### config.mk
export PLATFORM = sky130hd
export DESIGN_NAME = alu_resp
export DESIGN_NICKNAME = d
export VERILOG_FILES = /design/src/rtl/alu_resp_pkg.sv /design/src/rtl/alu_resp_fifo.sv /design/src/rtl/alu_resp.sv
export SDC_FILE = /design/constraint.sdc
export NUM_CORES = 1
export LEC_CHECK = 0
export CORE_ASPECT_RATIO = 0.75
export CORE_MARGIN = 2
export CORE_UTILIZATION = 50
export DETAILED_ROUTE_END_ITERATION = 8
export PLACE_DENSITY_LB_ADDON = 0.3
export SYNTH_ARGS = -nofsm -noshare
export SYNTH_HDL_FRONTEND = slang
export SYNTH_SLANG_ARGS = --single-unit
### constraint.sdc
create_clock -name clk -period 2.4 [get_ports clk]
set_clock_uncertainty 0.1 [all_clocks]
set_input_delay 0.48 -clock clk [delete_from_list [all_inputs] [get_ports clk]]
set_output_delay 0.48 -clock clk [all_outputs]
set_load 0.05 [all_outputs]
### src/rtl/alu_resp_pkg.sv
// Shared types and the combinational operation decode for the ALU response block.
package alu_resp_pkg;

    // Widest operand the decode function supports; the top may use any W up to this.
    localparam int unsigned MaxW = 32;

    typedef enum logic [1:0] {
        ModeSra = 2'b00,
        ModeShl = 2'b01,
        ModeAdd = 2'b10,
        ModeSub = 2'b11
    } mode_e;

    // One buffered result. Only the low W bits of y are meaningful; upper bits stay zero.
    typedef struct packed {
        logic [MaxW-1:0] y;
        logic            cy;
        logic            ov;
        logic            zr;
    } res_t;

    // Evaluate one operation at run width w (2..MaxW). Operands are zero-extended to MaxW.
    // Work is done one bit wider than MaxW so the add carry-out has a home even at w == MaxW.
    function automatic res_t alu_calc(
        input mode_e           mode,
        input logic [MaxW-1:0] a,
        input logic [MaxW-1:0] b,
        input int unsigned     w
    );
        logic [MaxW:0] one;
        logic [MaxW:0] mask;
        logic [MaxW:0] msb;
        logic [MaxW:0] ea;
        logic [MaxW:0] eb;
        logic [MaxW:0] wide;
        logic          sa;
        logic          sb;
        logic          sy;
        res_t          r;

        one  = (MaxW+1)'(1);
        mask = (one << w) - one;
        msb  = one << (w - 1);
        ea   = {1'b0, a} & mask;
        eb   = {1'b0, b} & mask;
        sa   = |(ea & msb);
        sb   = |(eb & msb);
        r    = '0;
        wide = '0;

        unique case (mode)
            ModeSra: begin
                // Shift right, then replicate the old sign bit back into the top position.
                wide = (eb >> 1) | (eb & msb);
                r.cy = eb[0];
            end
            ModeShl: begin
                wide = (eb << 1) & mask;
                r.cy = sb;
            end
            ModeAdd: begin
                wide = ea + eb;
                r.cy = |(wide & (msb << 1));
                wide = wide & mask;
            end
            ModeSub: begin
                wide = (ea - eb) & mask;
                r.cy = (ea < eb);
            end
            default: begin
                wide = '0;
            end
        endcase

        sy = |(wide & msb);
        if (mode == ModeAdd) begin
            r.ov = (sa == sb) && (sy != sa);
        end else if (mode == ModeSub) begin
            r.ov = (sa != sb) && (sy != sa);
        end else begin
            r.ov = 1'b0;
        end

        r.y  = wide[MaxW-1:0];
        r.zr = (wide == '0);
        return r;
    endfunction

endpackage

### src/rtl/alu_resp_fifo.sv
// Two-entry in-order buffer. Head is always a register; empty slots read as zero.
module alu_resp_fifo #(
    parameter type T = logic
) (
    input  logic clk,
    input  logic rst_n,
    input  logic push,
    input  logic pop,
    input  T     din,
    output T     head,
    output logic full,
    output logic empty
);

    T           head_q;
    T           tail_q;
    logic [1:0] cnt_q;
    logic       do_push;
    logic       do_pop;

    assign full    = (cnt_q == 2'd2);
    assign empty   = (cnt_q == 2'd0);
    assign do_push = push && !full;
    assign do_pop  = pop && !empty;
    assign head    = head_q;

    // Storage and occupancy; a push alongside a pop at count 1 lands straight in the head.
    always_ff @(posedge clk or negedge rst_n) begin
        if (!rst_n) begin
            head_q <= '0;
            tail_q <= '0;
            cnt_q  <= 2'd0;
        end else begin
            if (do_pop) begin
                if (cnt_q == 2'd2) begin
                    head_q <= tail_q;
                    tail_q <= '0;
                end else begin
                    head_q <= do_push ? din : '0;
                end
            end else if (do_push) begin
                if (cnt_q == 2'd0) begin
                    head_q <= din;
                end else begin
                    tail_q <= din;
                end
            end
            cnt_q <= cnt_q + {1'b0, do_push} - {1'b0, do_pop};
        end
    end

endmodule

### src/rtl/alu_resp.sv
// ALU with valid/ready request and response sides, one-cycle latency and a 2-deep result buffer.
module alu_resp
    import alu_resp_pkg::*;
#(
    parameter int unsigned W     = 8,
    parameter int unsigned CNT_W = 16
) (
    input  logic             clk,
    input  logic             rst_n,
    input  logic             req_vld,
    output logic             req_rdy,
    input  logic [W-1:0]     A,
    input  logic [W-1:0]     B,
    input  logic [1:0]       mode,
    output logic             rsp_vld,
    input  logic             rsp_rdy,
    output logic [W-1:0]     Y,
    output logic             cy,
    output logic             ov,
    output logic             zr,
    output logic [CNT_W-1:0] op_cnt
);

    res_t             res;
    res_t             head;
    logic             full;
    logic             empty;
    logic             accept;
    logic             pop;
    logic [CNT_W-1:0] op_cnt_q;
    logic             unused_hi_bits;

    assign accept = req_vld && !full;
    assign pop    = rsp_rdy && !empty;

    // Result of the request currently offered; only captured into the buffer on acceptance.
    always_comb begin
        res = alu_calc(mode_e'(mode), MaxW'(A), MaxW'(B), W);
    end

    alu_resp_fifo #(
        .T(res_t)
    ) u_fifo (
        .clk  (clk),
        .rst_n(rst_n),
        .push (accept),
        .pop  (pop),
        .din  (res),
        .head (head),
        .full (full),
        .empty(empty)
    );

    // Count consumed responses, wrapping naturally at the counter width.
    always_ff @(posedge clk or negedge rst_n) begin
        if (!rst_n) begin
            op_cnt_q <= '0;
        end else if (pop) begin
            op_cnt_q <= op_cnt_q + 1'b1;
        end
    end

    // All outputs come from registered state, so nothing passes through from the request side.
    assign req_rdy = !full;
    assign rsp_vld = !empty;
    assign Y       = head.y[W-1:0];
    assign cy      = head.cy;
    assign ov      = head.ov;
    assign zr      = head.zr;
    assign op_cnt  = op_cnt_q;

    // Bits above W are always zero by construction.
    assign unused_hi_bits = ^{res.y >> W, head.y >> W};

endmodule

==> flow_summary_export.csv, run 1 <==
group,metric,value,unit
outcome,status,"finished with violations",
outcome,violations,"negative setup slack",
final_layout,fin_cells,489,
route,wl_per_cell,17.3,um
critical_path,worst-path-buf-inv,2,
synth,synth_cells,298,
final_layout,area_growth,55.1,%
cts,htreeDepth,2,
cts,cts_hold_buf,0,
final_layout,fill_cells,324,
placement,dp.cells,476,
die,ios,51,
job,drv_cap,0,
final_layout,multi_input_area,0.00194,mm2
synth,seq_area_frac_synth,0.362,
pwr,power_density,822,mW/mm2
final_layout,final_common_cell,"buf_4",
die,fp.dieW,89.9,um
pwr,ir_drop,0.000776,V
synth,yosysWarnings,0,
placement,gp_congestion,0.866,
timing,finalSetupViolations,6,
critical_path,required,2.53,ns
timing,slew_violations,0,
critical_path,crit_family,"simple AND/OR/NAND/NOR gates",
cts,cts_tree,"yes",
timing,worst_slew_pin_slew,0.884,ns
route,dr.pass1.iters,5,
critical_path,cp_slowest_cell,"mux4_2",
synth,synth_top_area_share,0.362,
timing,layout_min_cycle_time,2.59,ns
synth,ys.flop_type,"dfrtp_1",
global_routing,grt_pass1_vias,2767,
pwr,leakagePower,1.96,nW
synth,synth_fp_nets,341,
die,start_util,0.519,
placement,dp_worst_setup_slack,-0.931,ns
die,dieArea,0.00614,mm2
critical_path,setup.worst_path.class,"in -> reg",
critical_path,max_stage_delay,0.47,ns
synth,async_reset_ff_frac,1.00,
placement,port_buffers,50,
worst_hold_path,hp-class,"in -> async",
cts,clock_path_buffers,2,
route,drt-initial-drc-count,233,
final_layout,drive_above_1_share,0.345,
synth,synth_area_leaders,"dfrtp_1 (36%), ha_1 (8.6%), xnor2_1 (4.8%)",
final_layout,antenna_cells,0,
route,drt-total-wl,8.47,mm
critical_path,r2r_start,"u_fifo.cnt_q[1]$_DFF_PN0_",
synth,synth-edff-count,0,
die,rows,23,
critical_path,cp-end-kind,"flip-flop",
global_routing,grt_pass1_wl,13.4,mm
cts,clock-sinks,40,
timing,rsz0062_at_grt,"yes",
route,postRouteAntennaNets,0,
timing,min_period_over_period,1.08,
critical_path,worstSetupStartpointType,"input port",
placement,place_hpwl,5.99,mm
critical_path,r2r-end,"u_fifo.head[1]$_DFFE_PN0P_",
timing,maxSlewHeadroom,0.411,
final_layout,final_cell_mix,"buf_4 (66), dfrtp_1 (40), clkdlybuf4s50_1 (35)",
critical_path,arrival,2.71,ns
timing,setup_tns,-0.605,ns
cts,clock_latency,0.29,ns
timing,setup_slack,-0.186,ns
critical_path,r2r_slack,0.37,ns
cts,clockRootBuffer,"clkbuf_8",
cts,path_clk_slew,0.08,ns
timing,hold_viol,0,
die,die_y,68.4,um
timing,fmax,387,MHz
global_routing,grt_start_max_net_pins,41,
global_routing,grt_usage,0.279,
synth,synth_area,0.00276,mm2
cts,cts_made_buffers,5,
critical_path,crit_chain,"buf_12 > buf_6 > ha_4 > fa_2 > mux4_2 > or3_4 > nor4b_4 > nand3_1 > o21ai_1",
synth,yosysTopAreaCell,"dfrtp_1",
final_layout,nets,456,
global_routing,antenna_found_initial,0,
final_layout,regArea,0.00100,mm2
placement,dpl_cell_area,0.00382,mm2
synth,ys_types,59,
die,core,0.00532,mm2
critical_path,critPathMaxFanout,2,
route,post_drt_via_cell_ratio,5.83,
route,drc_errors,0,
synth,synth_seq_cells,40,
pwr,p_total,3.52,mW
final_layout,postLayoutCellArea,0.00429,mm2
global_routing,overflow,0,
synth,syn_avg_cell_area,9.27,um2
critical_path,reg2regPathDepth,7,
route,vias,2851,
==> cells in the mapped netlist (all sizes together) (2+ instances only) <==
cell,number
dfrtp,40
nand2,27
inv,23
ha,19
o21ai,18
nor2,17
xnor2,15
nand3,10
a21oi,8
a22oi,8
buf,7
clkbuf,6
nor2b,6
nor3,6
xor2,6
a22o,5
nand4,5
o211a,5
or3,5
and4,4
a222oi,3
a31o,3
and2,3
and3,3
nand2b,3
nand3b,3
o21a,3
o31ai,3
a2111oi,2
a21o,2
a221o,2
a221oi,2
a31oi,2
fa,2
o211ai,2
o21bai,2
o311a,2
o311ai,2
==> final cells by class <==
class / instances / area share
Clock buffer: 5 / 0.0160
Clock inverter: 3 / 0.0111
Inverter: 23 / 0.0231
Multi-Input combinational cell: 222 / 0.451
Sequential cell: 40 / 0.233
Tap cell: 75 / 0.0219
Timing Repair Buffer: 121 / 0.243
==> stage by stage <==
step           hold slack [ns]  utilization
6_report                 0.203        0.805
5_1_grt                  0.246        0.805
4_1_cts                  0.229        0.790
3_5_place_dp             0.368        0.718
3_3_place_gp             0.361        0.718
2_1_floorplan           0.0844            -
==> kinds of logic after synthesis <==
group,count (synthesis),share of synthesized area
simple gates,96,0.187
xor+xnor,21,0.0665
fa+ha+maj,21,0.100
buf+inv,36,0.0539
flops,40,0.362
mux,3,0.0158
compound gates,81,0.215
==> worst max path at each step <==
stage | from | to | slack (ns) | cells after the start
6_report | A[0] | u_fifo.tail_q[0]$_DFFE_PN0P_ | -0.19 | 9
5_1_grt | A[0] | u_fifo.head[0]$_DFFE_PN0P_ | -0.25 | 9
4_1_cts | A[0] | u_fifo.tail_q[0]$_DFFE_PN0P_ | -0.29 | 11
3_5_place_dp | A[0] | u_fifo.tail_q[0]$_DFFE_PN0P_ | -0.93 | 11
3_3_place_gp | A[0] | u_fifo.head[0]$_DFFE_PN0P_ | -0.88 | 11
2_1_floorplan | A[0] | u_fifo.tail_q[0]$_DFFE_PN0P_ | -0.23 | 9
==> flip-flops by register name, summed over array words and instances (netlist names) <==
register / flops
op_cnt: 16
u_fifo.tail_q: 11
u_fifo.cnt_q: 2
u_fifo.head: 11
==> power by group <==
| part | internal (mW) | switching, mW |
|---|---|---|
| registers | 0.889 | 0.181 |
| clock network | 0.313 | 0.252 |
| logic | 0.767 | 1.12 |
==> layer usage <==
| metal | wire length (um) | global-route usage |
|---|---|---|
| met1 | 3760 | 0.361 |
| met2 | 4170 | 0.487 |
| met3 | 473 | 0.0683 |
| met4 | 80 | 0.0635 |
| met5 | 0 | 0 |
==> worst register-to-register path, delay by kind of cell (launching register included) <==
family                 cells  cell delay (ns)
buffers and inverters      2             0.44
AOI/OAI and AO/OA          3             0.65
and+or+nand+nor            2             0.32
DFF                        1             0.43
==> timing repair <==
item	CTS	global route
endpoints found under the setup margin	19	11
gates resized for setup	76	28
pin swaps	28	30
buffers inserted	4	5
hold endpoints to repair	0	0
Power figures use the tool's default switching activity.
==> run 2: changes to the inputs <==
--- a/config.mk
+++ b/config.mk
@@ -10,6 +10,7 @@
 export CORE_UTILIZATION = 50
 export DETAILED_ROUTE_END_ITERATION = 8
 export PLACE_DENSITY_LB_ADDON = 0.3
+export SLEW_MARGIN = 20
 export SYNTH_ARGS = -nofsm -noshare
 export SYNTH_HDL_FRONTEND = slang
 export SYNTH_SLANG_ARGS = --single-unit
==> results of run 2 <==
The final DEF is identical to that of run 1; final timing and power are the same.
